===== src/rtl/image_readout_streamer_pkg.sv =====
// Shared types and constants for the image readout streamer.
// The checksum width is used only when READOUT_CHECKSUM_EN is defined.
package image_readout_pkg;
   localparam int unsigned DEFAULT_ADDR_WIDTH = 16;
   localparam int unsigned CHECKSUM_WIDTH     = 16;

   typedef enum logic [2:0] {
      ST_IDLE       = 3'd0,
      ST_WAIT_READY = 3'd1,
      ST_STREAM     = 3'd2,
      ST_DRAIN      = 3'd3,
      ST_DONE       = 3'd4
   } state_t;
endpackage


===== src/rtl/image_readout_streamer_if.sv =====
// Buffer read port plus outbound byte stream of the image readout streamer.
interface image_readout_streamer_if import image_readout_pkg::*; #(
   parameter int unsigned ADDR_WIDTH = DEFAULT_ADDR_WIDTH
) ();
   logic [ADDR_WIDTH-1:0] buffer_address_out;
   logic                  buffer_address_valid_out;
   logic [7:0]            buffer_data_in;
   logic [7:0]            byte_out;
   logic                  byte_valid_out;
   logic                  byte_ready_in;

   modport master (
      output buffer_address_out, buffer_address_valid_out, byte_out, byte_valid_out,
      input  buffer_data_in, byte_ready_in
   );

   modport slave (
      input  buffer_address_out, buffer_address_valid_out, byte_out, byte_valid_out,
      output buffer_data_in, byte_ready_in
   );
endinterface


===== src/rtl/image_readout_streamer_readout_fifo.sv =====
// Prefetch FIFO with a registered head entry, occupancy count and flush.
module readout_fifo #(
   parameter int unsigned DEPTH = 4,
   parameter int unsigned WIDTH = 8
) (
   input  logic                   i_clk,
   input  logic                   i_rst,
   input  logic                   i_flush,
   input  logic                   i_push,
   input  logic [WIDTH-1:0]       i_data,
   input  logic                   i_pop,
   output logic [WIDTH-1:0]       o_data,
   output logic                   o_valid,
   output logic [$clog2(DEPTH):0] o_count
);
   localparam int unsigned PW = $clog2(DEPTH);
   localparam int unsigned CW = $clog2(DEPTH) + 1;

   logic [WIDTH-1:0] r_mem [DEPTH];
   logic [PW-1:0]    r_wr;
   logic [PW-1:0]    r_rd;
   logic [CW-1:0]    r_mem_count;
   logic [WIDTH-1:0] r_head;
   logic             r_head_valid;

   logic w_head_load;
   logic w_from_mem;
   logic w_bypass;
   logic w_mem_write;

   // Head refills from storage first; an empty FIFO forwards the push straight to the head.
   assign w_head_load = !r_head_valid || i_pop;
   assign w_from_mem  = w_head_load && (r_mem_count != '0);
   assign w_bypass    = w_head_load && (r_mem_count == '0) && i_push;
   assign w_mem_write = i_push && !w_bypass;

   always_ff @(posedge i_clk) begin
      if (w_mem_write) r_mem[r_wr] <= i_data;
   end

   always_ff @(posedge i_clk) begin
      if (i_rst || i_flush) begin
         r_wr         <= '0;
         r_rd         <= '0;
         r_mem_count  <= '0;
         r_head       <= '0;
         r_head_valid <= 1'b0;
      end else begin
         if (w_mem_write) r_wr <= r_wr + PW'(1);
         if (w_from_mem) begin
            r_head <= r_mem[r_rd];
            r_rd   <= r_rd + PW'(1);
         end else if (w_bypass) begin
            r_head <= i_data;
         end
         if (w_head_load) r_head_valid <= w_from_mem || w_bypass;
         r_mem_count <= r_mem_count + CW'(w_mem_write) - CW'(w_from_mem);
      end
   end

   assign o_data  = r_head;
   assign o_valid = r_head_valid;
   assign o_count = r_mem_count + CW'(r_head_valid);
endmodule


===== src/rtl/image_readout_streamer.sv =====
// Streams a finished JPEG image out of the image buffer with read prefetch.
// Optional READOUT_CHECKSUM_EN adds checksum_out (sum of delivered bytes mod 2^16).
module image_readout_streamer import image_readout_pkg::*; #(
   parameter int unsigned ADDR_WIDTH   = DEFAULT_ADDR_WIDTH,
   parameter int unsigned FIFO_DEPTH   = 4,
   parameter int unsigned READ_LATENCY = 1
) (
   input  logic                      clock_in,
   input  logic                      reset_in,
   input  logic                      start_in,
   input  logic                      image_ready_in,
   input  logic [ADDR_WIDTH-1:0]     image_size_in,
   image_readout_streamer_if.master  bus,
   output logic                      busy_out,
   output logic                      done_out,
   output logic                      error_out,
   output logic [ADDR_WIDTH-1:0]     bytes_remaining_out
`ifdef READOUT_CHECKSUM_EN
   ,
   output logic [CHECKSUM_WIDTH-1:0] checksum_out
`endif
);
   localparam int unsigned CW = $clog2(FIFO_DEPTH) + 1;

   state_t                  r_state, w_state_next;
   logic [ADDR_WIDTH-1:0]   r_size, r_issued, r_delivered, r_remaining, r_addr;
   logic [CW-1:0]           r_outstanding;
   logic [READ_LATENCY-1:0] r_pipe;
   logic                    r_addr_valid, r_busy, r_done, r_error;
   logic                    w_busy_next, w_done_next, w_error_next;
   logic                    w_start_ok, w_abort, w_pop, w_push, w_issue, w_credit_ok;
   logic [CW-1:0]           w_fifo_count;
   logic [CW:0]             w_credit_sum;
   logic [7:0]              w_fifo_data;
   logic                    w_fifo_valid;
   logic [ADDR_WIDTH-1:0]   w_delivered_next;

   assign w_start_ok       = start_in && (r_state == ST_IDLE || r_state == ST_DONE);
   assign w_abort          = !image_ready_in && (r_state == ST_STREAM || r_state == ST_DRAIN);
   assign w_pop            = w_fifo_valid && bus.byte_ready_in;
   assign w_push           = r_pipe[READ_LATENCY-1];
   assign w_delivered_next = r_delivered + ADDR_WIDTH'(w_pop);

   // A pop frees its slot in the same cycle, so the consumer sees one byte per cycle.
   assign w_credit_sum = (CW+1)'(w_fifo_count) + (CW+1)'(r_outstanding) - (CW+1)'(w_pop);
   assign w_credit_ok  = w_credit_sum < (CW+1)'(FIFO_DEPTH);
   // Issuing on the WAIT_READY exit makes the first strobe coincide with the first STREAM cycle.
   assign w_issue = image_ready_in && (r_state == ST_WAIT_READY || r_state == ST_STREAM)
                    && (r_issued < r_size) && w_credit_ok;

   always_ff @(posedge clock_in) begin
      if (reset_in) r_state <= ST_IDLE;
      else          r_state <= w_state_next;
   end

   always_comb begin
      w_state_next = r_state;
      case (r_state)
         ST_IDLE:       if (w_start_ok) w_state_next = ST_WAIT_READY;
         ST_WAIT_READY: if (image_ready_in) w_state_next = (r_size == '0) ? ST_DONE : ST_STREAM;
         ST_STREAM: begin
            if (w_abort)                 w_state_next = ST_IDLE;
            else if (r_issued == r_size) w_state_next = ST_DRAIN;
         end
         ST_DRAIN: begin
            if (w_abort)                         w_state_next = ST_IDLE;
            else if (w_delivered_next == r_size) w_state_next = ST_DONE;
         end
         ST_DONE:       if (w_start_ok) w_state_next = ST_WAIT_READY;
         default:       w_state_next = ST_IDLE;
      endcase
   end

   always_comb begin
      w_busy_next  = (w_state_next == ST_WAIT_READY) || (w_state_next == ST_STREAM) ||
                     (w_state_next == ST_DRAIN);
      w_done_next  = (w_state_next == ST_DONE);
      w_error_next = r_error;
      if (w_start_ok)   w_error_next = 1'b0;
      else if (w_abort) w_error_next = 1'b1;
   end

   always_ff @(posedge clock_in) begin
      if (reset_in) begin
         r_busy  <= 1'b0;
         r_done  <= 1'b0;
         r_error <= 1'b0;
      end else begin
         r_busy  <= w_busy_next;
         r_done  <= w_done_next;
         r_error <= w_error_next;
      end
   end

   always_ff @(posedge clock_in) begin
      if (reset_in) begin
         r_size        <= '0;
         r_issued      <= '0;
         r_delivered   <= '0;
         r_remaining   <= '0;
         r_addr        <= '0;
         r_addr_valid  <= 1'b0;
         r_outstanding <= '0;
      end else begin
         if (w_start_ok) begin
            r_size      <= image_size_in;
            r_issued    <= '0;
            r_delivered <= '0;
            r_remaining <= image_size_in;
         end else begin
            if (w_issue) r_issued <= r_issued + ADDR_WIDTH'(1);
            if (w_pop) begin
               r_delivered <= w_delivered_next;
               r_remaining <= r_remaining - ADDR_WIDTH'(1);
            end
         end
         r_addr_valid <= w_issue;
         if (w_issue) r_addr <= r_issued;
         if (w_abort) r_outstanding <= '0;
         else         r_outstanding <= r_outstanding + CW'(w_issue) - CW'(w_push);
      end
   end

   // Tracks strobes through the buffer latency; cleared so late returns are never pushed.
   always_ff @(posedge clock_in) begin
      if (reset_in || w_abort) begin
         r_pipe <= '0;
      end else begin
         r_pipe[0] <= r_addr_valid;
         for (int unsigned i = 1; i < READ_LATENCY; i++) r_pipe[i] <= r_pipe[i-1];
      end
   end

`ifdef READOUT_CHECKSUM_EN
   logic [CHECKSUM_WIDTH-1:0] r_checksum;
   always_ff @(posedge clock_in) begin
      if (reset_in || w_start_ok) r_checksum <= '0;
      else if (w_pop)             r_checksum <= r_checksum + CHECKSUM_WIDTH'(w_fifo_data);
   end
   assign checksum_out = r_checksum;
`endif

   readout_fifo #(.DEPTH(FIFO_DEPTH), .WIDTH(8)) u_fifo (
      .i_clk   (clock_in),
      .i_rst   (reset_in),
      .i_flush (w_abort),
      .i_push  (w_push),
      .i_data  (bus.buffer_data_in),
      .i_pop   (w_pop),
      .o_data  (w_fifo_data),
      .o_valid (w_fifo_valid),
      .o_count (w_fifo_count)
   );

   assign bus.buffer_address_out       = r_addr;
   assign bus.buffer_address_valid_out = r_addr_valid;
   assign bus.byte_out                 = w_fifo_data;
   assign bus.byte_valid_out           = w_fifo_valid;
   assign busy_out                     = r_busy;
   assign done_out                     = r_done;
   assign error_out                    = r_error;
   assign bytes_remaining_out          = r_remaining;
endmodule


===== src/flat_wrapper.sv =====
// flat-port wrapper written by rule: the top's interface ports become plain ports
module image_readout_streamer_flat import image_readout_pkg::*;
#(
   parameter int unsigned ADDR_WIDTH   = DEFAULT_ADDR_WIDTH,
   parameter int unsigned FIFO_DEPTH   = 4,
   parameter int unsigned READ_LATENCY = 1
)
  (clock_in, reset_in, start_in, image_ready_in, image_size_in, busy_out, done_out, error_out, bytes_remaining_out, bus_buffer_address_out, bus_buffer_address_valid_out, bus_byte_out, bus_byte_valid_out, bus_buffer_data_in, bus_byte_ready_in);
  image_readout_streamer_if #(.ADDR_WIDTH(ADDR_WIDTH)) bus_i ();
  input  logic clock_in;
  input  logic reset_in;
  input  logic start_in;
  input  logic image_ready_in;
  input  logic [ADDR_WIDTH-1:0] image_size_in;
  output logic busy_out;
  output logic done_out;
  output logic error_out;
  output logic [ADDR_WIDTH-1:0] bytes_remaining_out;
  output wire logic [$bits(bus_i.buffer_address_out)-1:0] bus_buffer_address_out;
  output wire logic [$bits(bus_i.buffer_address_valid_out)-1:0] bus_buffer_address_valid_out;
  output wire logic [$bits(bus_i.byte_out)-1:0] bus_byte_out;
  output wire logic [$bits(bus_i.byte_valid_out)-1:0] bus_byte_valid_out;
  input wire logic [$bits(bus_i.buffer_data_in)-1:0] bus_buffer_data_in;
  input wire logic [$bits(bus_i.byte_ready_in)-1:0] bus_byte_ready_in;
  assign bus_buffer_address_out = bus_i.buffer_address_out;
  assign bus_buffer_address_valid_out = bus_i.buffer_address_valid_out;
  assign bus_byte_out = bus_i.byte_out;
  assign bus_byte_valid_out = bus_i.byte_valid_out;
  assign bus_i.buffer_data_in = bus_buffer_data_in;
  assign bus_i.byte_ready_in = bus_byte_ready_in;
  image_readout_streamer #(.ADDR_WIDTH(ADDR_WIDTH), .FIFO_DEPTH(FIFO_DEPTH), .READ_LATENCY(READ_LATENCY)) u_core (.clock_in(clock_in), .reset_in(reset_in), .start_in(start_in), .image_ready_in(image_ready_in), .image_size_in(image_size_in), .bus(bus_i), .busy_out(busy_out), .done_out(done_out), .error_out(error_out), .bytes_remaining_out(bytes_remaining_out));
endmodule

===== config.mk =====
export PLATFORM = sky130hd
export DESIGN_NAME = image_readout_streamer_flat
export DESIGN_NICKNAME = d
export VERILOG_FILES = /design/src/rtl/image_readout_streamer_pkg.sv /design/src/rtl/image_readout_streamer_if.sv /design/src/rtl/image_readout_streamer_readout_fifo.sv /design/src/rtl/image_readout_streamer.sv /design/src/flat_wrapper.sv
export SDC_FILE = /design/constraint.sdc
export NUM_CORES = 1
export LEC_CHECK = 0
export CORE_ASPECT_RATIO = 1.1
export CORE_UTILIZATION = 55
export CTS_CLUSTER_SIZE = 25
export DETAILED_ROUTE_END_ITERATION = 7
export MAX_ROUTING_LAYER = met4
export PLACE_DENSITY = 0.78
export SLEW_MARGIN = 5
export SYNTH_ARGS = -nofsm -noshare
export SYNTH_HDL_FRONTEND = slang
export SYNTH_HIERARCHICAL = 1
export SYNTH_SLANG_ARGS = --single-unit

===== constraint.sdc =====
create_clock -name clock_in -period 5.85 [get_ports clock_in]
set_input_delay 1.17 -clock clock_in [delete_from_list [all_inputs] [get_ports clock_in]]
set_output_delay 1.17 -clock clock_in [all_outputs]
set_load 0.02 [all_outputs]

* Word-level counts from Yosys, hierarchy flattened
Memories as Yosys holds them, arrays and structs flattened. A register that Yosys moved wholly into a read port is not among the register bits.
Cells that the tools add are included.
** Cells by class
- Add/subtract/negate cells :: 12
- $lt $le $gt $ge :: 2
- Equal/unequal tests :: 10
- Muxes and demuxes :: 16
- Reductions and logical operators :: 30
** Operators with widths (count)
- 16-bit == test :: 2
- 16-bit 2-to-1 mux :: 2
- 3-bit 2-to-1 mux :: 7
- 16-bit by 1-bit adder with 16-bit output :: 1
- 16-bit by 1-bit adder with 16-bit output (second input constant) :: 1
- 16-bit logical NOT :: 1
- 16-bit < comparator :: 1
- 8-bit 2-to-1 mux :: 2
- 16-bit by 1-bit subtractor with 16-bit output (second input constant) :: 1
- 3-bit by 2-bit == test with 1-bit output (second input constant) :: 4
- 3-bit one-hot mux with 4 select lines :: 1
- 1-bit logical AND :: 10
- 3-bit by 1-bit adder with 3-bit output :: 3
- 1-bit logical OR :: 8
- 3-bit by 1-bit == test with 1-bit output (second input constant) :: 2
- 3-bit == test (second input constant) :: 2
- 3-bit logical NOT :: 2
- 2-bit OR reduction :: 3
- 3-bit by 1-bit subtractor with 3-bit output :: 2
- 2-bit by 1-bit adder with 2-bit output (second input constant) :: 2
- 3-bit by 3-bit adder with 4-bit output :: 1
- 4-bit by 3-bit < comparator with 1-bit output (second input constant) :: 1
- 2-bit 2-to-1 mux :: 2
- 2-bit nonzero test :: 2
- 4 further kinds :: 7
** Word-level totals
- Flip-flop bits (word level) :: 107
- Bits in writable memories :: 32
- Bits of input ports :: 29
- Output and inout bits :: 45
- Word-level logic and storage cells :: 88
- Memories kept :: 1
** Memory list
- u_core.u_fifo.r_mem :: words 4, bits a word 8, read ports 1, clocked after memory_dff 1, wr ports 1, line image_readout_streamer_readout_fifo.sv:19 : logic [WIDTH-1:0] r_mem [DEPTH];

* Longest topological paths before layout
- Depth after elaboration :: 9
- Depth in mapped cells :: 22

* Modules after synthesis
The synthesis kept the hierarchy.
** By module, submodules not included
- image_readout_streamer :: instances 1, cells an instance 624, area an instance 5054.8 um^2, sequential area each 1821.7 um^2
- readout_fifo :: instances 1, cells an instance 133, area an instance 2034.5 um^2, sequential area each 1321.3 um^2

* Worst setup path after synthesis
OpenSTA, ideal clock, no wires.
- Path type :: input -> register
- Start point :: input bus_byte_ready_in
- End point :: register u_core.r_outstanding[2]
- Setup time :: 0.122 ns
- Arrival time :: 4.755 ns
- Setup slack :: 0.973 ns
- Cell stages on the path :: 22
- Path buffers :: 4
- Cells stage by stage :: nand2_1 > clkbuf_1 > inv_1 > clkbuf_1 > ha_1 > inv_1 > ha_1 > nand2_1 > nor2_1 > nor4_1 > o221a_2 > clkbuf_1 > buf_2 > nand2_1 > ha_1 > inv_1 > ha_1 > inv_1 > fa_1 > xnor2_1 > xnor2_1 > nor3_1
** On the way
- Cells in the longest elaborated chain, start to end :: 6
** RTL lines
- from (decl) :: line flat_wrapper.sv:24 : input wire logic [$bits(bus_i.byte_ready_in)-1:0] bus_byte_ready_in;
- 1-bit logical AND :: line image_readout_streamer.sv:40 : assign w_pop = w_fifo_valid && bus.byte_ready_in;
- named net u_core.w_pop :: line image_readout_streamer.sv:31 : logic w_start_ok, w_abort, w_pop, w_push, w_issue, w_credit_ok;
- 4-bit by 1-bit subtractor with 4-bit output :: line image_readout_streamer.sv:45 : assign w_credit_sum = (CW+1)'(w_fifo_count) + (CW+1)'(r_outstanding) - (CW+1)'(w_pop);
- 4-bit by 3-bit < comparator with 1-bit output :: line image_readout_streamer.sv:46 : assign w_credit_ok = w_credit_sum < (CW+1)'(FIFO_DEPTH);
- 1-bit logical AND :: line image_readout_streamer.sv:49 : && (r_issued < r_size) && w_credit_ok;
- 3-bit by 1-bit adder with 3-bit output :: line image_readout_streamer.sv:120 : else r_outstanding <= r_outstanding + CW'(w_issue) - CW'(w_push);
- 3-bit by 1-bit subtractor with 3-bit output :: line image_readout_streamer.sv:120
- to (signal assigned) :: line image_readout_streamer.sv:120
- to (decl) :: line image_readout_streamer.sv:27 : logic [CW-1:0] r_outstanding;
The timed path passes the listed nets, and every way through them passes these cells.
A chain may end at the register's enable or synchronous reset.

* Worst setup path in the final report
- Start point :: input bus_byte_ready_in
- End point :: register u_core.r_outstanding[2]
** On the way
- Cells in the longest elaborated chain, start to end :: 6
** RTL lines (line)
- 1-bit logical AND :: image_readout_streamer.sv:40
- 4-bit by 1-bit subtractor with 4-bit output :: image_readout_streamer.sv:45
- 4-bit by 3-bit < comparator with 1-bit output :: image_readout_streamer.sv:46
- 1-bit logical AND :: image_readout_streamer.sv:49
- 3-bit by 1-bit adder with 3-bit output :: image_readout_streamer.sv:120
- 3-bit by 1-bit subtractor with 3-bit output :: image_readout_streamer.sv:120
Every way passes these cells.

==> results.md <==
- Status: finished, final reports clean
- Area leader, netlist: dfxtp_1
- GR Overflow Total: 0
- Layout net count: 874
- Setup slack at placement: 0.756 ns
- Total negative slack: 0 ns
- Dpl cells: 946
- Top Ports: 74
- PostCTS Resize Cnt: 0
- Tmin final: 4.66 ns
- Die W: 110 um
- # DRC: 0
- Post-synth top flop: dfxtp_1
- Worst-Skew Late Latency: 0.42 ns
- Crit share post-route: 79.6%
- Vias in the first global route: 5759
- Hold Fails Final Rpt: 0
- RSZ-0062 raised after global routing: false
- Max_slew headroom: 16.5%
- Min setup slack post-route: 1.19 ns
- Distinct cell type count after synthesis: 68
- Post-CTS Repair Setup Buffers: 0
- Root buf cell: clkbuf_16
- Static leakage: 0.00303 uW
- Largest net degree at the start of global routing: 59
- WL/cell: 16.9 um
- Fin cells: 978
- Number of synthesized flops with an enable pin: 32
- Die Y-Extent: 121 um
- Sequential cell area: 3140 um2
- Syn avg cell area: 9.36 um2
- Max clock buf depth: 2
- PwrDens: 351 nW/um2
- CTS clk-pin slew, worst paths: 0.06 ns
- Number of warnings issued by yosys: 6
- Top cell type's share of synthesized area: 30.8%
- Register bit count reported by yosys: 141
- Pwr Total: 2950 uW
- Slew @ Worst Pin: 1.25 ns
- Pins Over Slew Limit: 0
- Die ar.: 13300 um2
- Diodes inserted: 0
- Layout cells sized above 1: 8.04%
- Core Footprint: 12600 um2
- Sequential area share after synthesis: 44.3%
- Initial antenna violation count: 0
- CP Class: in2reg
- All-Layer GR Usage: 26.6%
- IO buf count: 73
- Setup Skew: 0.00522 ns
- First drt pass iteration count: 6
- CTS tree: done
- Max Cap Viol: 0
- WL final: 16500 um
- Type of the most critical hold path: reg2reg
- Setup violations, final: 0
- Fillers: 1040
- Setup crit end kind: flop
- Post-synthesis cell count: 757
- # clock sinks: 141
- ANT nets after route: 0
- Initial core utilization: 56.3%
- CP arrival: 4.94 ns
- Vias: 5884
- H-tree depth: 4
- First-pass GRT wire length: 26600 um
- Peak supply drop: 0.255 mV
- FFs w/ async S/R, synth: 0%
- Via density: 6.02
- CP required: 6.13 ns
- Mapped Nets: 823
- Startpoint types: primary input
- Area of the multi-input gates: 3590 um2
- Critical path peak fanout: 19
- Total CTS buffers: 17
- Fmax: 0.215 GHz
- Hold Buf Count CTS: 0
- Post-DP HPWL: 11800 um
- # rows: 43
- Synthesis-to-layout area growth: 18.9%
- Worst hold slack: 0.464 ns
- Initial DRC count: 391
- Synth top area cells: dfxtp_1 (31%), edfxtp_1 (14%), a21oi_1 (6.2%)
- Final GP Congestion: 0.905
- Syn Std Cell Area: 7090 um2
[logic make-up after synthesis]
| group | after synthesis | share of synthesized area (%) |
|---|---|---|
| and+or+nand+nor | 252 | 19.5 |
| AOI/OAI and AO/OA | 169 | 14.0 |
| DFF | 141 | 44.3 |
| buffers and inverters | 88 | 5.05 |
| xor gates and xnor gates | 53 | 6.55 |
| adders and majority gates | 37 | 6.74 |
| muxes | 17 | 3.81 |
[worst max-delay path, stage by stage]
cell and delay [ns]:
clkdlybuf4s50_1 0.45, nand2_1 0.24, inv_1 0.16, ha_1 0.15, inv_1 0.04, ha_1 0.26
nand2_1 0.06, nor2_1 0.05, nor4_1 0.37, o221a_2 0.53, nand2_1 0.14, ha_1 0.30
inv_1 0.06, ha_1 0.14, inv_1 0.05, fa_1 0.37, xnor2_1 0.19, xnor2_1 0.15
nor3_1 0.06
[stage by stage]
step	cell area [um2]	util (%)
finish	8430	66.9
CTS	8430	66.9
global route	8430	66.9
detailed placement	7850	62.3
global placement	7850	62.3
floorplan	7090	-
[Yosys cell counts, drive strengths merged (3+ instances only)]
master	instances
nor3b	3
a211oi	3
a21o	5
o21ai	36
nand2	73
clkbuf	31
nor2b	3
xor2	21
and3	7
ha	35
nor4	11
dfxtp	109
or4	21
nor3	19
and2	12
buf	13
inv	44
mux4	8
nand4	10
a21oi	90
xnor2	32
or3	7
nand3	38
a31oi	3
o31ai	14
edfxtp	32
nor2	36
mux2i	9
[cells in the final DEF (no fill, tap or decap), types with 5 or more instances in the layout]
master           netlist  routed
clkinv_2               0       6
mux2i_1                9       9
or4_1                 17      17
and3_1                 6       6
nand3_1               37      37
nor4_1                 7       7
o31ai_1               14      14
dfxtp_1              109     109
xnor2_1               32      32
a21o_1                 5       5
a21oi_1               88      88
nand4_1                8       8
edfxtp_1              32      32
o21ai_0               36      36
mux4_2                 8       8
and2_1                12      12
ha_1                  35      35
nand2_1               72      72
inv_1                 44      44
or3_1                  7       7
nor2_1                35      35
nor3_1                17      17
xor2_1                21      21
clkdlybuf4s50_1        0      72
clkbuf_16              0      17
[sequential cells by signal (all words and copies together), names as in the netlist, 2 cells and up, named ones only]
| register | cells |
|---|---|
| u_core/bus.buffer_address_out | 16 |
| u_core/r_outstanding | 3 |
| u_core/r_size | 16 |
| u_core/u_fifo/r_mem | 32 |
| u_core/bytes_remaining_out | 16 |
| u_core/u_fifo/o_data | 8 |
| u_core/r_issued | 16 |
| u_core/u_fifo/r_rd | 2 |
| u_core/u_fifo/r_mem_count | 3 |
| u_core/r_delivered | 16 |
| u_core/u_fifo/r_wr | 2 |
| u_core/r_state | 3 |
[per-layer routing]
layer  vias to the layer above  GRT usage, %  routed length [um]
li1                       2813             -                   -
met1                      2855          30.7                7130
met3                        28          4.89                 808
met2                       188          45.4                8320
met5                         -             -                   0
met4                         0          10.4                 286
[final cells by class]
| cell class | instances | share of cell area, % |
|---|---|---|
| clock buffers | 18 | 5.09 |
| flip-flops and latches | 141 | 37.3 |
| multi-input cells | 528 | 42.6 |
| repair buffers | 76 | 8.88 |
| inverters | 44 | 1.96 |
| clock inverters | 14 | 1.80 |
| well taps | 157 | 2.33 |
[path summary, 6_finish.rpt]
kind / slack [ns] / depth (start not counted) / to / from
worst max-delay path: 1.19 / 19 / u_core/r_outstanding[2]$_SDFF_PP0_ / bus_byte_ready_in
worst min-delay path: 0.46 / 2 / u_core/r_delivered[0]$_SDFFE_PP0N_ / u_core/r_delivered[0]$_SDFFE_PP0N_
worst max register to register: 1.70 / 18 / u_core/r_outstanding[2]$_SDFF_PP0_ / u_core/u_fifo/r_mem_count[0]$_SDFF_PP0_
worst min register to register: 0.46 / 2 / u_core/r_delivered[0]$_SDFFE_PP0N_ / u_core/r_delivered[0]$_SDFFE_PP0N_
[power breakdown]
part           internal, uW  switching, uW
Clock                   661            400
Combinational           320            408
Sequential             1070           91.1
No activity file was read; power rests on OpenSTA's default activity.
